## src/rtl/synth_pkg.sv

```systemverilog
// Shared types and constants for the keypad-driven note sequencer.
// Divider values are oscillator periods in clk cycles at 10 MHz, C4 up to C5.
package synth_pkg;

   typedef enum logic [1:0] {
      SAW    = 2'd0,
      TRI    = 2'd1,
      SQUARE = 2'd2
   } mode_t;

   localparam int NUM_NOTES = 13;
   localparam int KEY_MODE  = 13;
   localparam int KEY_OCT   = 14;
   localparam int NUM_KEYS  = 15;

   localparam logic [15:0] DIV_TABLE [NUM_NOTES] = '{
      16'd38223, 16'd36077, 16'd34052, 16'd32141, 16'd30337, 16'd28635, 16'd27027,
      16'd25511, 16'd24079, 16'd22727, 16'd21452, 16'd20248, 16'd19111
   };

   // Index of the lowest set bit; 0 when nothing is set (callers check |v first).
   function automatic logic [3:0] lowest_set(input logic [NUM_NOTES-1:0] v);
      logic [3:0] r;
      r = '0;
      for (int i = NUM_NOTES - 1; i >= 0; i--) begin
         if (v[i]) r = 4'(i);
      end
      return r;
   endfunction

endpackage

```

## src/rtl/keypad_debounce.sv

```systemverilog
// Two-flop synchronizer plus one stability counter shared by all keys; the whole
// pad is accepted at once after DEBOUNCE_CYCLES edges without any s2 change.
module keypad_debounce
   import synth_pkg::*;
#(
   parameter int DEBOUNCE_CYCLES = 10000,
   parameter int W               = NUM_KEYS
) (
   input  logic         clk,
   input  logic         rst,
   input  logic [W-1:0] keypad_i,
   output logic [W-1:0] deb_o,
   output logic [W-1:0] rise_o
);

   localparam logic [15:0] THRESH = 16'(DEBOUNCE_CYCLES);

   logic [W-1:0] s1_q;
   logic [W-1:0] s2_q;
   logic [W-1:0] deb_q;
   logic [W-1:0] deb_prev_q;
   logic [15:0]  cnt_q;
   logic [15:0]  cnt_d;

   // s1 is the value s2 takes at this edge, so s1 != s2 means s2 is about to change.
   always_comb begin
      cnt_d = cnt_q;
      if (s1_q != s2_q) begin
         cnt_d = '0;
      end else if (cnt_q != 16'hFFFF) begin
         cnt_d = cnt_q + 16'd1;
      end
   end

   always_ff @(posedge clk) begin
      if (rst) begin
         s1_q       <= '0;
         s2_q       <= '0;
         cnt_q      <= '0;
         deb_q      <= '0;
         deb_prev_q <= '0;
      end else begin
         s1_q       <= keypad_i;
         s2_q       <= s1_q;
         cnt_q      <= cnt_d;
         deb_prev_q <= deb_q;
         if (cnt_d >= THRESH) begin
            deb_q <= s2_q;
         end
      end
   end

   assign deb_o = deb_q;

   for (genvar gi = 0; gi < W; gi++) begin : g_rise
      assign rise_o[gi] = deb_q[gi] & ~deb_prev_q[gi];
   end

endmodule

```

## src/rtl/note_sequencer.sv

```systemverilog
// Keypad-to-voice controller: last-pressed note arbitration, waveform mode cycling
// and octave toggle, presenting one registered note selection to the oscillator.
module note_sequencer
   import synth_pkg::*;
#(
   parameter int DEBOUNCE_CYCLES = 10000,
   parameter int DIV_W           = 16
) (
   input  logic                clk,
   input  logic                rst,
   input  logic                en,
   input  logic [14:0]         keypad_i,
   output logic                note_valid_o,
   output logic [3:0]          note_idx_o,
   output logic [DIV_W-1:0]    divider_o,
   output logic [1:0]          mode_o,
   output logic                octave_o,
   output logic                note_change_o
);

   logic [NUM_KEYS-1:0]  deb_w;
   logic [NUM_KEYS-1:0]  rise_w;
   logic [NUM_NOTES-1:0] note_deb;
   logic [NUM_NOTES-1:0] note_rise;
   logic                 unused_deb_ctrl;

   logic             valid_q, valid_d;
   logic [3:0]       idx_q, idx_d;
   logic [DIV_W-1:0] div_q, div_d;
   mode_t            mode_q, mode_d;
   logic             oct_q, oct_d;
   logic             chg_q, chg_d;

   keypad_debounce #(
      .DEBOUNCE_CYCLES(DEBOUNCE_CYCLES),
      .W              (NUM_KEYS)
   ) u_debounce (
      .clk     (clk),
      .rst     (rst),
      .keypad_i(keypad_i),
      .deb_o   (deb_w),
      .rise_o  (rise_w)
   );

   assign note_deb        = deb_w[NUM_NOTES-1:0];
   assign note_rise       = rise_w[NUM_NOTES-1:0];
   assign unused_deb_ctrl = ^deb_w[NUM_KEYS-1:NUM_NOTES];

   always_comb begin
      valid_d = valid_q;
      idx_d   = idx_q;
      mode_d  = mode_q;
      oct_d   = oct_q;
      chg_d   = 1'b0;
      if (!en) begin
         valid_d = 1'b0;
      end else begin
         if (rise_w[KEY_MODE]) begin
            case (mode_q)
               SAW:     mode_d = TRI;
               TRI:     mode_d = SQUARE;
               default: mode_d = SAW;
            endcase
         end
         if (rise_w[KEY_OCT]) begin
            oct_d = ~oct_q;
         end
         // An invalid selection is treated like a released one, which is what
         // picks up a still-held key after en returns.
         if (|note_rise) begin
            valid_d = 1'b1;
            idx_d   = lowest_set(note_rise);
         end else if (!valid_q || !note_deb[idx_q]) begin
            valid_d = |note_deb;
            if (|note_deb) begin
               idx_d = lowest_set(note_deb);
            end
         end
         chg_d = valid_d && (!valid_q || (idx_d != idx_q) || (oct_d != oct_q));
      end
      div_d = valid_d ? DIV_W'(DIV_TABLE[idx_d] >> oct_d) : '0;
   end

   always_ff @(posedge clk) begin
      if (rst) begin
         valid_q <= 1'b0;
         idx_q   <= '0;
         div_q   <= '0;
         mode_q  <= SAW;
         oct_q   <= 1'b0;
         chg_q   <= 1'b0;
      end else begin
         valid_q <= valid_d;
         idx_q   <= idx_d;
         div_q   <= div_d;
         mode_q  <= mode_d;
         oct_q   <= oct_d;
         chg_q   <= chg_d;
      end
   end

   assign note_valid_o  = valid_q;
   assign note_idx_o    = idx_q;
   assign divider_o     = div_q;
   assign mode_o        = mode_q;
   assign octave_o      = oct_q;
   assign note_change_o = chg_q;

endmodule

```

## config.mk

```make
export PLATFORM = sky130hd
export DESIGN_NAME = note_sequencer
export DESIGN_NICKNAME = d
export VERILOG_FILES = /design/src/rtl/synth_pkg.sv /design/src/rtl/keypad_debounce.sv /design/src/rtl/note_sequencer.sv
export SDC_FILE = /design/constraint.sdc
export NUM_CORES = 1
export LEC_CHECK = 0
export CORE_MARGIN = 4
export CORE_UTILIZATION = 60
export CTS_CLUSTER_DIAMETER = 30
export DETAILED_ROUTE_END_ITERATION = 8
export PLACE_DENSITY = 0.83
export SETUP_SLACK_MARGIN = 0.4
export SLEW_MARGIN = 20
export SYNTH_ARGS = -nofsm -noshare
export SYNTH_HDL_FRONTEND = slang
export SYNTH_SLANG_ARGS = --single-unit
```

## constraint.sdc

```tcl
create_clock -name clk -period 8.1 [get_ports clk]
set_input_delay 1.215 -clock clk [delete_from_list [all_inputs] [get_ports clk]]
set_output_delay 1.215 -clock clk [all_outputs]
set_load 0.03 [all_outputs]
```

Word level (Yosys, flattened, before mapping)
Memories as Yosys holds them, arrays and structs flattened. Cells that the tools add are included.

Bits in registers: 101. ROM bits: 256. Logic and storage cells: 113. Memories: 1.

Memory list: (name not given) (words 16, bits a word 16, read ports 1, clocked after Yosys merged registers in 0, wr ports 0, line note_sequencer.sv:81) `div_d = valid_d ? DIV_W'(DIV_TABLE[idx_d] >> oct_d) : '0;`.

Add/subtract/negate cells: 1. Magnitude comparators: 3. Equal/unequal tests: 5. Shift operators: 1. Muxes and demuxes: 45. Bitwise operators: 34. Reductions and logical operators: 12.

Operator list (number): 4-bit two-way mux (31); 16-bit two-way mux (4); 13-bit OR reduction (2); 1-bit inverter (18); 16-bit by 1-bit adder with 16-bit output (second input constant) (1); 16-bit by 14-bit >= comparator with 1-bit output (second input constant) (1); 16-bit != test (second input constant) (1); 16-bit by 1-bit right shift with 16-bit output (1); 1-bit AND (15); 15-bit != test (1); 1-bit two-way mux (8); 5-bit >= comparator (second input constant) (1); 4-bit by 5-bit less-than comparator with 1-bit output (second input constant) (1); 4-bit inverter with 5-bit output (1); 1-bit binary-select mux with 4-bit select (1); 4-bit != test (1); 2-bit case mux with 2 select lines (1); 2-bit OR reduction (2); 1-bit logical OR (3); 2-bit by 1-bit equality test with 1-bit output (second input constant) (1); 1-bit logical NOT (2); 2-bit logical NOT (1); 2-bit AND reduction (1); 1-bit logical AND (1); 1-bit != test (1).

Logic depth before layout (Yosys ltp)
Depth after elaboration: 23. Depth in mapped cells: 12. Depth with buffers taken out: 11.

Cells and area by module
From an unflattened synthesis, not the netlist that was laid out.

Cell total of the unflattened synthesis: 514. Area, all modules: 4863.4 um^2.

By module, submodules not included: keypad_debounce (times used 1, cells each 281, area an instance 2961.6 um^2); note_sequencer (times used 1, cells each 233, area an instance 1901.8 um^2).

Least setup slack after synthesis
OpenSTA, ideal clock, no wires.

Kind: register to register. From: register idx_q[0] (netlist: note_idx_o[0]). To: register div_q[11] (netlist: divider_o[11]). Setup time: 0.095 ns. Data arrival time: 3.232 ns. Setup slack: 4.773 ns. Stages on the path, launching flop included: 13. Buffers on the path: 1. Period minus slack after synthesis: 3.327 ns. Path through: dfxtp_1 -> buf_2 -> mux4_2 -> mux2i_2 -> a221oi_4 -> o221a_2 -> a221oi_4 -> inv_1 -> ha_1 -> inv_1 -> mux2i_1 -> o21ai_0 -> a221oi_1.

Cells in the longest elaborated chain, start to end: 13. Elaborated cells on any way between the ends: 20. Those cells by class: shift: 1; mux: 13; bitwise: 2; reduce/logical: 3; memory: 1.

RTL lines: start, declared (line note_sequencer.sv:28) `logic [3:0] idx_q, idx_d;`; start signal, assigned (line note_sequencer.sv:94) `idx_q <= idx_d;`; 1-bit binary-select mux with 4-bit select (line note_sequencer.sv:73) `end else if (!valid_q || !note_deb[idx_q]) begin`; 1-bit two-way mux (not written as such) (line note_sequencer.sv:73); 1-bit logical NOT (line note_sequencer.sv:73); 1-bit logical OR (line note_sequencer.sv:73); 4-bit two-way mux (line note_sequencer.sv:73); 4-bit two-way mux (line note_sequencer.sv:70) `if (|note_rise) begin`; 4-bit two-way mux (2 in a row) (line note_sequencer.sv:55) `if (!en) begin`; named net idx_d[1] (line note_sequencer.sv:28); 4-bit inverter with 5-bit output (not written as such) (line note_sequencer.sv:81); memory read 16 x 16 bit; 16-bit two-way mux (not written as such) (2 in a row) (line note_sequencer.sv:81); 16-bit by 1-bit right shift with 16-bit output (line note_sequencer.sv:81); end signal, assigned (line note_sequencer.sv:95) `div_q <= div_d;`; end, declared (line note_sequencer.sv:29) `logic [DIV_W-1:0] div_q, div_d;`.

The timed path passes the listed nets, and every way through them passes these cells. The select of a mux whose other input is x is not followed. A chain may end at the register's enable or synchronous reset.

Worst setup path after layout
From: input en. To: register div_q[1] (netlist: divider_o[1]).

Cells in the longest elaborated chain, start to end: 6. Elaborated cells on any way between the ends: 10. Those cells by class: shift: 1; mux: 5; bitwise: 2; reduce/logical: 1; memory: 1.

RTL lines: start, declared (line note_sequencer.sv:11) `input logic en,`; 4-bit two-way mux (line note_sequencer.sv:55); 4-bit inverter with 5-bit output (not written as such) (line note_sequencer.sv:81); memory read 16 x 16 bit; 16-bit two-way mux (not written as such) (2 in a row) (line note_sequencer.sv:81); 16-bit by 1-bit right shift with 16-bit output (line note_sequencer.sv:81).

Parallel ways exist; a longest one is shown, timed or not. The select of a mux whose other input is x is not followed.

==> run metrics <==
Clock Path Buffers 2; final setup margin 4.23 ns; DP HPWL 7.54 mm; footprint of the multi-input gates 0.00254 sq mm; drc violations 0; CP max FO 20; Setup Skew 0.00978 ns; die height 96.8 um; Post-CTS Hold Fix Bufs 0; PortBufs 42; Seq pwr share 60.0%; Final ANT Viol Nets 0; clock share of power 37.2%; ANT cells 0; vias in the first global route 3,656; fin crit share 47.8%; final net count 596; grt ovf 0; reg2reg path depth 11; Fmax 0.258 GHz; Worst Max-Slew Pin Slew 1.04 ns; top_reg_cell synth dfxtp_1; clk_lat worst skew 0.37 ns; ys async rst share 0%; R2R Setup Slk 4.32 ns; layout cells sized above 1 6.60%; Req. time, crit path 8.37 ns; Net Sw Frac 24.3%; maximum vdd drop 0.138 mV; post-route setup TNS 0 ns; Setup WS pre-CTS 3.89 ns; simple-gate share of the synthesized area 27.5%; CTS tree done; initial antenna violation count 0; design area 0.00538 sq mm; #FFs+latches synth 101; RSZ-0062 raised after global routing false; Clock Tree Root clkbuf_8; Seq/Total Area, Yosys 42.8%; first-pass GRT wire length 17.5 mm; Tmin final 3.87 ns; Final Max Slew Viols 0; total CTS buffers 9; final non-filler cell total 678; Avg Synthesized Cell Area 8.74 sq um; quantity of gates resized following cts 0; Mapped Area 0.00473 sq mm; DRT iter0 DRCs 201; min-delay src u_debounce.s2_q[13]; Die Area 0.00936 sq mm; placed instance count 662; largest net degree at the start of global routing 56; Routed WL 10.3 mm; Reg clk slew, reported paths 0.10 ns; most numerous cell in the Yosys netlist dfxtp_1; internal power 0.641 mW; final core occ 69.9%; largest family of logic cells by synthesized area simple AND/OR/NAND/NOR gates; Synth top area share 42.8%; site row count 32; CTS Sinks 101; distinct cell type count after synthesis 63; overall global routing resource usage 22.1%; yosys warns 0; placed inst area 0.00517 sq mm; Switch Pwr 0.206 mW; worst r2r src note_idx_o[0]; post-CTS setup buffers 0; WS Path Type input port to flop; setup violators final 0; hold depth 2; max-cap violations 0; slew margin rel. 30.6%; status completed; Synth area leaders dfxtp_1 (43%), nor2b_1 (5.8%), nand2_1 (5.7%); Fillers 599; drt via density 5.93; syn_nets 566; CP endpoint kind flop; total number of vias 4,021; total iterations of the first detailed-routing run 4; leak pwr 2.09 nW; Post-synth EDFFs 0; gpl congestion 0.872; startpoint type of the worst setup path input port; Synth-to-Final Area Change 13.7%; io pins 43; Wirelength per Cell 15.3 um; worst hold path class flop to flop; mux share of post-synthesis cell area 2.57%; RR Endpoint divider_o[11]; Die Span X 96.8 um; Logic pwr share 2.8%; Overall Power 0.847 mW; H-tree Lvls 3; Compound-Gate Fraction of Synth Area 17.0%; Synth Area in Adders 1.85%; cell area power density 158 mW/mm^2; final hold slack 0.464 ns; Synth area leader dfxtp_1; Cells after Synth 541; xor/xnor share of the synthesized area 4.63%; Hold Path Sink u_debounce.deb_o[13]; CP arrival 4.14 ns; Post-synth top cells dfxtp_1 (101), nand2_1 (72), nor2_1 (51); Initial Util 61.5%; combined flip-flop and latch cell area 0.00202 sq mm; Final Hold Viols 0; Core ar. 0.00769 sq mm
-- cell type report --
cell class / count / area share, %
Multi-Input combinational cell: 399 / 47.2
Sequential cell: 101 / 37.6
Timing Repair Buffer: 43 / 7.87
Tap cell: 102 / 2.37
Clock buffer: 9 / 2.30
Clock inverter: 7 / 1.42
Inverter: 17 / 1.19
-- worst max path at each step --
| stage | from | endpoint | slack (ns) | cells after the start |
|---|---|---|---|---|
| after floorplan | note_idx_o[0] | divider_o[11] | 4.77 | 12 |
| after global placement | en | divider_o[1] | 4.02 | 9 |
| after detailed placement | en | divider_o[1] | 3.89 | 9 |
| after CTS | en | divider_o[1] | 4.27 | 9 |
| after global routing | note_idx_o[0] | divider_o[11] | 4.03 | 11 |
| final | en | divider_o[1] | 4.23 | 9 |
-- critical path, cell delays in order --
cell	delay, ns
clkdlybuf4s50_1	0.62
inv_1	0.18
a41oi_1	0.23
o21ai_0	0.12
a221oi_1	0.51
or2_1	0.62
mux2i_1	0.31
a21oi_1	0.09
o211a_1	0.24
-- flip-flops by register name (all words and copies together) (netlist names) --
signal                 count
mode_o                     2
u_debounce.deb_prev_q     15
u_debounce.cnt_q          16
divider_o                 16
note_change_o              1
note_idx_o                 4
note_valid_o               1
u_debounce.s1_q           15
octave_o                   1
u_debounce.deb_o          15
u_debounce.s2_q           15
-- cells by family (layout without fill, tap and decap cells) --
| logic type | Yosys count | in the layout |
|---|---|---|
| AND/OR/NAND/NOR | 254 | 254 |
| AO/OA/AOI/OAI | 105 | 105 |
| flip-flops | 101 | 101 |
| buffers and inverters | 41 | 76 |
| XOR/XNOR | 25 | 25 |
| multiplexers | 8 | 8 |
| adder cells (fa/ha/maj) | 7 | 7 |
-- layer usage --
metal	global-route usage, %	vias up	share of wire (%)
met1	29.7	1861	44
met2	36.3	150	48
met4	8.32	0	2.4
met5	0	-	0
met3	3.03	25	5.9
li1	-	1985	-
-- power by group through the flow --
| stage | registers, mW | clock network, mW | logic, mW |
|---|---|---|---|
| 3_5_place_dp | 0.519 | 0 | 0.0242 |
| 4_1_cts | 0.508 | 0.320 | 0.0244 |
| 6_report | 0.508 | 0.315 | 0.0241 |
| 5_1_grt | 0.509 | 0.338 | 0.0270 |
| 3_3_place_gp | 0.519 | 0 | 0.0237 |
| 2_1_floorplan | 0.518 | 0 | 0.0139 |
-- placed cells by master (no fill, tap or decap), types with 4 or more instances in the layout --
master / n
dfxtp_1: 101
and3_1: 6
a31oi_1: 5
nor4_1: 9
and2_1: 4
a211oi_1: 7
a21oi_1: 19
nor3_1: 13
clkdlybuf4s50_1: 41
mux2i_1: 4
nor2b_1: 44
nand2_1: 72
o2111ai_1: 4
nand3_1: 11
clkbuf_8: 9
o31ai_1: 4
xnor2_1: 4
o22ai_1: 4
nand4_1: 6
and4_1: 4
xor2_1: 20
nor2_1: 51
o21ai_0: 17
nand2b_1: 16
ha_1: 7
o221ai_1: 6
inv_1: 17
Note: power is estimated with default switching activity, not from simulation.
